[src/rtl/pivot_cache_pkg.sv]
// Shared types and width helpers for the pivot-layer ROM word cache.
// The client and memory sides of the cache both use the same toggle handshake.
package pivot_cache_pkg;

  localparam int ROM_AW = 27;
  localparam int DATA_W = 16;

  typedef enum logic [1:0] {
    FLUSH,
    IDLE,
    LOOKUP,
    FILL
  } state_t;

  // The tag covers every address bit above the index; bit0 selects a byte and is not stored.
  function automatic int tag_width(input int index_w);
    return ROM_AW - 1 - index_w;
  endfunction

  function automatic int entry_width(input int index_w);
    return DATA_W + tag_width(index_w);
  endfunction

  function automatic logic [15:0] count_inc(input logic [15:0] count, input bit sat);
    if (sat && count == 16'hFFFF) begin
      return count;
    end
    return count + 16'd1;
  endfunction

endpackage

[src/rtl/pivot_rom_cache_if.sv]
// Toggle-handshake ROM read bus: the requester flips req, and the responder copies
// req onto ack once data is valid.
interface pivot_rom_cache_if;
  import pivot_cache_pkg::*;

  logic [ROM_AW-1:0] address;
  logic              req;
  logic              ack;
  logic [DATA_W-1:0] data;

  modport master (
    output address,
    output req,
    input  ack,
    input  data
  );

  modport slave (
    input  address,
    input  req,
    output ack,
    output data
  );

endinterface

[src/rtl/dualport_ram_unreg.sv]
// Simple dual-port RAM: synchronous write on port A, combinational read on port B.
module dualport_ram_unreg #(
  parameter int WIDTH   = 8,
  parameter int WIDTHAD = 6
) (
  input  logic               clk,
  input  logic [WIDTHAD-1:0] address_a,
  input  logic [WIDTH-1:0]   data_a,
  input  logic               wren_a,
  input  logic [WIDTHAD-1:0] address_b,
  output logic [WIDTH-1:0]   q_b
);

  logic [WIDTH-1:0] mem_array [0:(1<<WIDTHAD)-1];

  always_ff @(posedge clk) begin
    if (wren_a) begin
      mem_array[address_a] <= data_a;
    end
  end

  assign q_b = mem_array[address_b];

endmodule

[src/rtl/pivot_rom_cache.sv]
// Direct-mapped word cache between the pivot-layer pixel FIFO and the SDRAM ROM channel.
// Repeated reads of the same 16-bit word are answered locally.
module pivot_rom_cache
  import pivot_cache_pkg::*;
#(
  parameter int INDEX_W   = 6,
  parameter bit SAT_COUNT = 1'b1
) (
  input  logic              clk,
  input  logic              reset,
  input  logic              flush,
  pivot_rom_cache_if.slave  cli,
  pivot_rom_cache_if.master mem,
  output logic [15:0]       hit_count,
  output logic [15:0]       miss_count
);

  localparam int TAG_W   = tag_width(INDEX_W);
  localparam int ENTRY_W = entry_width(INDEX_W);
  localparam int DEPTH   = 1 << INDEX_W;
  localparam logic [INDEX_W-1:0] LAST_IDX = INDEX_W'(DEPTH - 1);

  state_t state_reg, state_next;

  logic [ROM_AW-1:1]  addr_reg;
  logic [INDEX_W-1:0] flush_idx_reg;
  logic               flush_pending_reg;
  logic               valid_reg [DEPTH];
  logic               cli_ack_reg;
  logic [15:0]        cli_data_reg;
  logic [ROM_AW-1:0]  mem_addr_reg;
  logic               mem_req_reg;
  logic [15:0]        hit_count_reg;
  logic [15:0]        miss_count_reg;

  logic [INDEX_W-1:0] index;
  logic [TAG_W-1:0]   tag;
  logic [ENTRY_W-1:0] rd_entry;
  logic [TAG_W-1:0]   rd_tag;
  logic [15:0]        rd_data;
  logic               lookup_hit;
  logic               mem_idle;
  logic               cli_pending;
  logic               unused_addr_bit0;

  // Strobes from the output decoder.
  logic clear_valid;
  logic latch_addr;
  logic hit_done;
  logic count_miss;
  logic issue_fill;
  logic fill_done;

  assign index       = addr_reg[INDEX_W:1];
  assign tag         = addr_reg[ROM_AW-1:INDEX_W+1];
  assign rd_tag      = rd_entry[ENTRY_W-1:16];
  assign rd_data     = rd_entry[15:0];
  assign lookup_hit  = valid_reg[index] && (rd_tag == tag);
  assign mem_idle    = (mem.ack == mem_req_reg);
  assign cli_pending = (cli.req != cli_ack_reg);
  assign unused_addr_bit0 = cli.address[0];

  dualport_ram_unreg #(
    .WIDTH   (ENTRY_W),
    .WIDTHAD (INDEX_W)
  ) u_store (
    .clk       (clk),
    .address_a (index),
    .data_a    ({tag, mem.data}),
    .wren_a    (fill_done),
    .address_b (index),
    .q_b       (rd_entry)
  );

  always_ff @(posedge clk) begin
    if (reset) begin
      state_reg <= FLUSH;
    end else begin
      state_reg <= state_next;
    end
  end

  always_comb begin
    state_next = state_reg;
    case (state_reg)
      FLUSH: begin
        // Only leave once a fill orphaned by reset has been returned.
        if (!flush && flush_idx_reg == LAST_IDX && mem_idle) begin
          state_next = IDLE;
        end
      end
      IDLE: begin
        if (flush) begin
          state_next = FLUSH;
        end else if (cli_pending) begin
          state_next = LOOKUP;
        end
      end
      LOOKUP: begin
        if (flush) begin
          state_next = FLUSH;
        end else if (lookup_hit) begin
          state_next = IDLE;
        end else begin
          state_next = FILL;
        end
      end
      FILL: begin
        if (mem_idle) begin
          state_next = (flush_pending_reg || flush) ? FLUSH : IDLE;
        end
      end
      default: state_next = FLUSH;
    endcase
  end

  always_comb begin
    clear_valid = 1'b0;
    latch_addr  = 1'b0;
    hit_done    = 1'b0;
    count_miss  = 1'b0;
    issue_fill  = 1'b0;
    fill_done   = 1'b0;
    case (state_reg)
      FLUSH:  clear_valid = 1'b1;
      IDLE:   latch_addr  = cli_pending;
      LOOKUP: begin
        if (lookup_hit) begin
          hit_done = 1'b1;
        end else begin
          count_miss = 1'b1;
          // A flush in this cycle defers the request until the flush is over.
          issue_fill = !flush;
        end
      end
      FILL:    fill_done = mem_idle;
      default: ;
    endcase
  end

  always_ff @(posedge clk) begin
    if (reset) begin
      addr_reg          <= '0;
      cli_ack_reg       <= cli.req;
      cli_data_reg      <= 16'h0000;
      mem_addr_reg      <= '0;
      hit_count_reg     <= 16'h0000;
      miss_count_reg    <= 16'h0000;
      flush_idx_reg     <= '0;
      flush_pending_reg <= 1'b0;
    end else begin
      if (latch_addr) begin
        addr_reg <= cli.address[ROM_AW-1:1];
      end
      if (hit_done) begin
        cli_data_reg  <= rd_data;
        cli_ack_reg   <= ~cli_ack_reg;
        hit_count_reg <= count_inc(hit_count_reg, SAT_COUNT);
      end
      if (fill_done) begin
        cli_data_reg <= mem.data;
        cli_ack_reg  <= ~cli_ack_reg;
      end
      if (count_miss) begin
        miss_count_reg <= count_inc(miss_count_reg, SAT_COUNT);
      end
      if (issue_fill) begin
        mem_addr_reg <= {addr_reg, 1'b0};
      end
      if (state_reg != FLUSH || flush) begin
        flush_idx_reg <= '0;
      end else begin
        flush_idx_reg <= flush_idx_reg + 1'b1;
      end
      if (state_reg == FLUSH) begin
        flush_pending_reg <= 1'b0;
      end else if (flush) begin
        flush_pending_reg <= 1'b1;
      end
    end
  end

  // The memory toggle survives reset so an in-flight SDRAM read stays matched.
  always_ff @(posedge clk) begin
    if (!reset && issue_fill) begin
      mem_req_reg <= ~mem_req_reg;
    end
  end

  for (genvar gi = 0; gi < DEPTH; gi++) begin : g_valid
    always_ff @(posedge clk) begin
      if (reset) begin
        valid_reg[gi] <= 1'b0;
      end else if (clear_valid && flush_idx_reg == INDEX_W'(gi)) begin
        valid_reg[gi] <= 1'b0;
      end else if (fill_done && index == INDEX_W'(gi)) begin
        valid_reg[gi] <= 1'b1;
      end
    end
  end

  assign cli.ack     = cli_ack_reg;
  assign cli.data    = cli_data_reg;
  assign mem.address = mem_addr_reg;
  assign mem.req     = mem_req_reg;
  assign hit_count   = hit_count_reg;
  assign miss_count  = miss_count_reg;

endmodule

[src/flat_wrapper.sv]
// flat-port wrapper written by rule: the top's interface ports become plain ports
module pivot_rom_cache_flat import pivot_cache_pkg::*;
#(
  parameter int INDEX_W   = 6,
  parameter bit SAT_COUNT = 1'b1
)
  (clk, reset, flush, hit_count, miss_count, cli_address, cli_req, cli_ack, cli_data, mem_address, mem_req, mem_ack, mem_data);
  pivot_rom_cache_if cli_i ();
  pivot_rom_cache_if mem_i ();
  input  logic clk;
  input  logic reset;
  input  logic flush;
  output logic [15:0] hit_count;
  output logic [15:0] miss_count;
  input wire logic [$bits(cli_i.address)-1:0] cli_address;
  input wire logic [$bits(cli_i.req)-1:0] cli_req;
  output wire logic [$bits(cli_i.ack)-1:0] cli_ack;
  output wire logic [$bits(cli_i.data)-1:0] cli_data;
  output wire logic [$bits(mem_i.address)-1:0] mem_address;
  output wire logic [$bits(mem_i.req)-1:0] mem_req;
  input wire logic [$bits(mem_i.ack)-1:0] mem_ack;
  input wire logic [$bits(mem_i.data)-1:0] mem_data;
  assign cli_i.address = cli_address;
  assign cli_i.req = cli_req;
  assign cli_ack = cli_i.ack;
  assign cli_data = cli_i.data;
  assign mem_address = mem_i.address;
  assign mem_req = mem_i.req;
  assign mem_i.ack = mem_ack;
  assign mem_i.data = mem_data;
  pivot_rom_cache #(.INDEX_W(INDEX_W), .SAT_COUNT(SAT_COUNT)) u_core (.clk(clk), .reset(reset), .flush(flush), .cli(cli_i), .mem(mem_i), .hit_count(hit_count), .miss_count(miss_count));
endmodule
[config.mk]
export PLATFORM = sky130hd
export DESIGN_NAME = pivot_rom_cache_flat
export DESIGN_NICKNAME = d
export VERILOG_FILES = /design/src/rtl/pivot_cache_pkg.sv /design/src/rtl/pivot_rom_cache_if.sv /design/src/rtl/dualport_ram_unreg.sv /design/src/rtl/pivot_rom_cache.sv /design/src/flat_wrapper.sv
export SDC_FILE = /design/constraint.sdc
export NUM_CORES = 2
export LEC_CHECK = 0
export CORE_MARGIN = 2
export CORE_UTILIZATION = 45
export DETAILED_ROUTE_END_ITERATION = 8
export GPL_ROUTABILITY_DRIVEN = 0
export SETUP_SLACK_MARGIN = 0.5
export SYNTH_ARGS = -nofsm -noshare
export SYNTH_HDL_FRONTEND = slang
export SYNTH_HIERARCHICAL = 1
export SYNTH_SLANG_ARGS = --single-unit
[constraint.sdc]
create_clock -name clk -period 4.5 [get_ports clk]
set_input_delay 0.675 -clock clk [delete_from_list [all_inputs] [get_ports clk]]
set_output_delay 0.675 -clock clk [all_outputs]
set_load 0.02 [all_outputs]
# Word level (Yosys, flattened, before mapping)
# Memories as Yosys holds them, arrays and structs flattened. A register that Yosys moved wholly into a read port is not among the register bits.
# Cells that the tools add are included.
[totals]
reg_bits = 111
latch_bits = 0
ramBits = 2368
rom_bits = 0
n_memories = 2
[op_classes]
add_sub_neg = 3
multipliers = 0
div = 0
order_cmp = 0
n_eq_ne = 139
shifts = 0
muxes = 614
bitwise = 130
n_reduce_logical = 147
[mem_list]
columns = ["memory", "depth", "width", "rd", "rd_ports_with_merged_regs", "write_ports", "line_no", "rtl"]
rows = [
  ["u_core.u_store.mem_array", 64, 36, 1, 1, 1, "dualport_ram_unreg.sv:14", "logic [WIDTH-1:0] mem_array [0:(1<<WIDTHAD)-1];"],
  ["u_core.valid_reg", 64, 1, 1, 1, 64, "pivot_rom_cache.sv:28", "logic valid_reg [DEPTH];"],
]
[op_table]
columns = ["cell", "count"]
rows = [
  ["1-bit two-way mux", 599],
  ["6-bit == test, second input constant", 64],
  ["6-bit by 5-bit == test with 1-bit output, second input constant", 32],
  ["1-bit logical AND", 132],
  ["1-bit bitwise OR", 128],
  ["6-bit by 4-bit == test with 1-bit output, second input constant", 16],
  ["16-bit two-way mux", 4],
  ["6-bit by 3-bit == test with 1-bit output, second input constant", 8],
  ["16-bit by 1-bit adder with 16-bit output, second input constant", 2],
  ["16-bit == test, second input constant", 2],
  ["6-bit by 2-bit == test with 1-bit output, second input constant", 4],
  ["6-bit two-way mux", 4],
  ["20-bit == test", 1],
  ["6-bit by 1-bit == test with 1-bit output, second input constant", 2],
  ["6-bit logical NOT", 2],
  ["2-bit two-way mux", 6],
  ["2-bit one-hot mux with 4 select lines", 1],
  ["6-bit by 1-bit adder with 6-bit output, second input constant", 1],
  ["2-bit == test, second input constant", 2],
  ["2-bit by 1-bit inequality test with 1-bit output, second input constant", 2],
  ["2-bit inequality test, second input constant", 2],
  ["2-bit AND reduction", 2],
  ["2-bit nonzero test", 2],
  ["2-bit OR reduction", 2],
  ["10 further kinds", 13],
]

# Depth between registers and ports, before layout
[logic_depth]
ltp_word = 8
ltp_mapped = 20
ltp_nobuf = 13

# Hierarchy
# Netlist, hierarchy kept.
[by_module_without_submodules]
columns = ["module", "n_inst", "cells_per_inst", "area_each_um2", "seq_area_each_um2"]
rows = [
  ["dualport_ram_unreg", 1, 3743, 87272.5, 69186.4],
  ["pivot_rom_cache", 1, 984, 9180.1, 4284.1],
]

# Worst setup path before layout
# Ideal clock, no wire load.
[synth_timing]
kind = "in2reg"
from = "input port mem_ack"
to = "memory u_core/u_store/mem_array[32][0] in the netlist's numbering (enable)"
t_arrival_ps = 4033
t_required_ps = 4026
path_slack_ps = -7
cell_stages = 5
cell_sequence = "xnor2_1 nand3_1 inv_1 nand4b_1 nor3_1"
[synth_via]
elab_chain_len = 4
[synth_lines]
columns = ["item", "line_no", "rtl"]
rows = [
  ["start, declared", "flat_wrapper.sv:21", "input wire logic [$bits(mem_i.ack)-1:0] mem_ack;"],
  ["1-bit == test", "pivot_rom_cache.sv:59", "assign mem_idle = (mem.ack == mem_req_reg);"],
  ["1-bit two-way mux", "pivot_rom_cache.sv:124", "case (state_reg)"],
  ["named net u_core.fill_done", "pivot_rom_cache.sv:52", "logic fill_done;"],
  ["1-bit two-way mux", "dualport_ram_unreg.sv:17", "if (wren_a) begin"],
  ["1-bit two-way mux (not written as such)", "dualport_ram_unreg.sv:18", "mem_array[address_a] <= data_a;"],
  ["end, declared", "dualport_ram_unreg.sv:14", ""],
]
# The timed path passes the listed nets, and every way through them passes these cells.

==> summary.txt <==
Fill count - 16,210
Initial core utilization - 45.4%
Final setup TNS - 0 ns
Non-Filler Instances - 8,396
Largest net degree at the start of global routing - 86
Hold Vio Cnt, Final - 0
Initial antenna violation count - 13
Crit path from - u_core/addr_reg[1]
Die area - 0.218 mm²
Post-synth EDFFs - 2,370
CTS Sinks - 2,485
Layout cell share with drive strength beyond 1 - 31.2%
Dpl cells - 7,840
DRC violations left - 0
Reg area - 0.0735 mm²
ANT nets after route - 0
Multi-input logic area - 0.0229 mm²
Fmax - 230 MHz
Status - finished, violations left
Gate Count Post-Synth - 4,727
Die Y - 467 µm
Worst R2R End - u_core/hit_count[11]
CP startpoint kind - register
DR vias - 51,553
Synth top cells by count - edfxtp_1, mux4_2, nor2_1
First-pass GRT wire length - 375,000 µm
Detailed Route Iter0 Violations - 5,976
Leak - 37.6 nW
Routed WL - 265,000 µm
Mapped Area - 0.0965 mm²
Fin crit share - 96.6%
Crit Reg-Reg Startpoint - u_core/addr_reg[1]
Sequential area share after synthesis - 76.2%
Fin area - 0.115 mm²
WL/cell - 31.5 µm
FFs w/ async S/R, synth - 0%
Top-count cell post-synth - edfxtp_1
Placed Area - 0.105 mm²
RSZ-0062 raised after global routing - yes
Global route overflow - 0
Worst Tran Pin Value - 1.50 ns
Top cell type's share of synthesized area - 73.8%
Final slew viol count - 1
R2R cell count - 16
Post-synth top area cell - edfxtp_1
H-Tree Depth - 5
Power Total - 0.0466 W
Avg Inst Size Synth - 20.4 µm²
Worst setup path end - u_core/hit_count[11]
Syn_nets - 4,781
TritonRoute pass-1 iters - 6
# IOs - 125
Clock tree from TritonCTS - yes
Global-route usage over all layers - 24.2%
Worst VDD drop - 0.000344 V
Failing checks - capacitance limit, slew limit
Yosys reg bits - 2,485
DP HPWL - 154,000 µm
Setup crit end kind - register
Core area - 0.213 mm²
Number of global-route vias before repair - 50,702
Row cnt - 169
Final Net Count - 5,437
Main synth FF type - edfxtp_1
TritonCTS buffer count - 274
CP Max Fanout - 7
Setup violators final - 0
Clock tree buffer depth - 4
Final min period - 4.35 ns
DIE WIDTH - 467 µm
FF-to-FF setup slack - 0.15 ns
CP Class - reg2reg
Port Buf Inserts - 122
Synth warn - 6
Unique cell type count in the Yosys netlist - 64
Synth top area cells - edfxtp_1, mux4_2, dfxtp_1
Power per cell area - 404 mW/mm²
Hold Crit Class - in2reg
Max_slew headroom - -0.712%
Clock-pin slew on the worst setup and hold paths - 0.06 ns
Area Overhead vs Synth - 19.6%
Clock Skews - 0.0446 ns
CTS root buf - clkbuf_16
Via/cell ratio - 6.14
Critical Path AT - 5.18 ns
Req. time, crit path - 5.33 ns
Largest register FFs - 2,304
Max Cap Viol - 1
Clk_lat worst skew - 0.92 ns
## routing by layer
metal / GRT usage (%) / vias to the layer above / share of wire, %
met5: 0 / - / 0.015
met4: 6.29 / 6 / 2.4
met3: 4.23 / 349 / 8.0
met2: 38.0 / 2235 / 47
met1: 35.1 / 27867 / 42
li1: - / 21096 / -
## power breakdown
group,switching [W],total (W),leakage [nW],internal [W]
clock network,0.00867,0.0210,4.04,0.0123
logic,0.000333,0.000476,9.40,0.000143
registers,0.0000112,0.0251,24.2,0.0251
total,0.00901,0.0466,37.6,0.0376
## through the flow
stage / util [%] / hold slack, ns / setup WS [ns]
final: 54.3 / 0.174 / 0.151
after global routing: 54.3 / 0.146 / 0.0748
after CTS: 54.0 / 0.110 / 0.227
after detailed placement: 49.4 / 0.480 / -0.894
after global placement: 49.4 / 0.473 / -0.983
after floorplan: - / 0.452 / 0.509
## logic make-up (layout without fill, tap and decap cells)
kind of cell | after synthesis | after routing | synth area share [%]
AOI/OAI and AO/OA | 507 | 507 | 3.78
and+or+nand+nor | 679 | 679 | 3.39
adders and majority gates | 6 | 6 | 0.0778
other | 1 | 5 | 0.00389
DFF | 2485 | 2485 | 76.2
buffers and inverters | 297 | 1141 | 1.55
muxes | 726 | 726 | 14.8
xor gates and xnor gates | 26 | 26 | 0.236
## worst max-delay path, cell delays in order, from the launching register on
cell     delay [ns]
dfxtp_4        0.40
buf_12         0.16
buf_16         0.18
buf_6          0.18
mux4_2         0.53
o22ai_1        0.23
nor4_2         0.10
buf_4          0.18
o22a_1         0.24
xor2_1         0.15
nor4_1         0.30
nand2_1        0.17
or2_4          0.30
buf_4          0.14
o32a_2         0.45
or3_4          0.39
a21oi_2        0.13
## worst min path at each step
stage                                 start                               to  depth (start not counted)
floorplan           u_core/flush_idx_reg[0]          u_core/flush_idx_reg[0]                          1
global placement    u_core/flush_idx_reg[0]          u_core/flush_idx_reg[0]                          1
detailed placement  u_core/flush_idx_reg[0]          u_core/flush_idx_reg[0]                          1
CTS                            mem_data[14]  u_core/u_store/mem_array[6][14]                          1
global route                   mem_data[14]  u_core/u_store/mem_array[6][14]                          1
finish                         mem_data[14]  u_core/u_store/mem_array[6][14]                          1
## layout make-up
class	count	share of cell area (%)
clock buffer	348	6.40
timing repair buffer	667	6.12
multi-input combinational	1945	19.9
tap	2821	3.06
sequential	2485	63.7
antenna	4	0.00868
inverter	10	0.0326
clock inverter	116	0.756
## what timing repair did
action / 4_1_cts / 5_1_grt
pin swaps: 52 / 21
buffers inserted: 58 / 16
hold buffers: 1 / 0
setup endpoints to repair: 77 / 77
gates cloned: 11 / 2
resized for setup: 162 / 70
endpoints found under the hold margin: 1 / 0
## layout by cell type (no fill, tap or decap), types with 65 or more instances in the layout
| cell | n |
|---|---|
| buf_12 | 96 |
| mux4_2 | 556 |
| dfxtp_1 | 89 |
| clkbuf_16 | 285 |
| a22oi_1 | 75 |
| clkdlybuf4s50_1 | 105 |
| nor2_4 | 65 |
| o22ai_1 | 90 |
| edfxtp_1 | 2370 |
| nor2_1 | 181 |
| buf_4 | 388 |
| nand2_1 | 109 |
| mux2i_1 | 132 |
(Power assumes the default switching activity.)
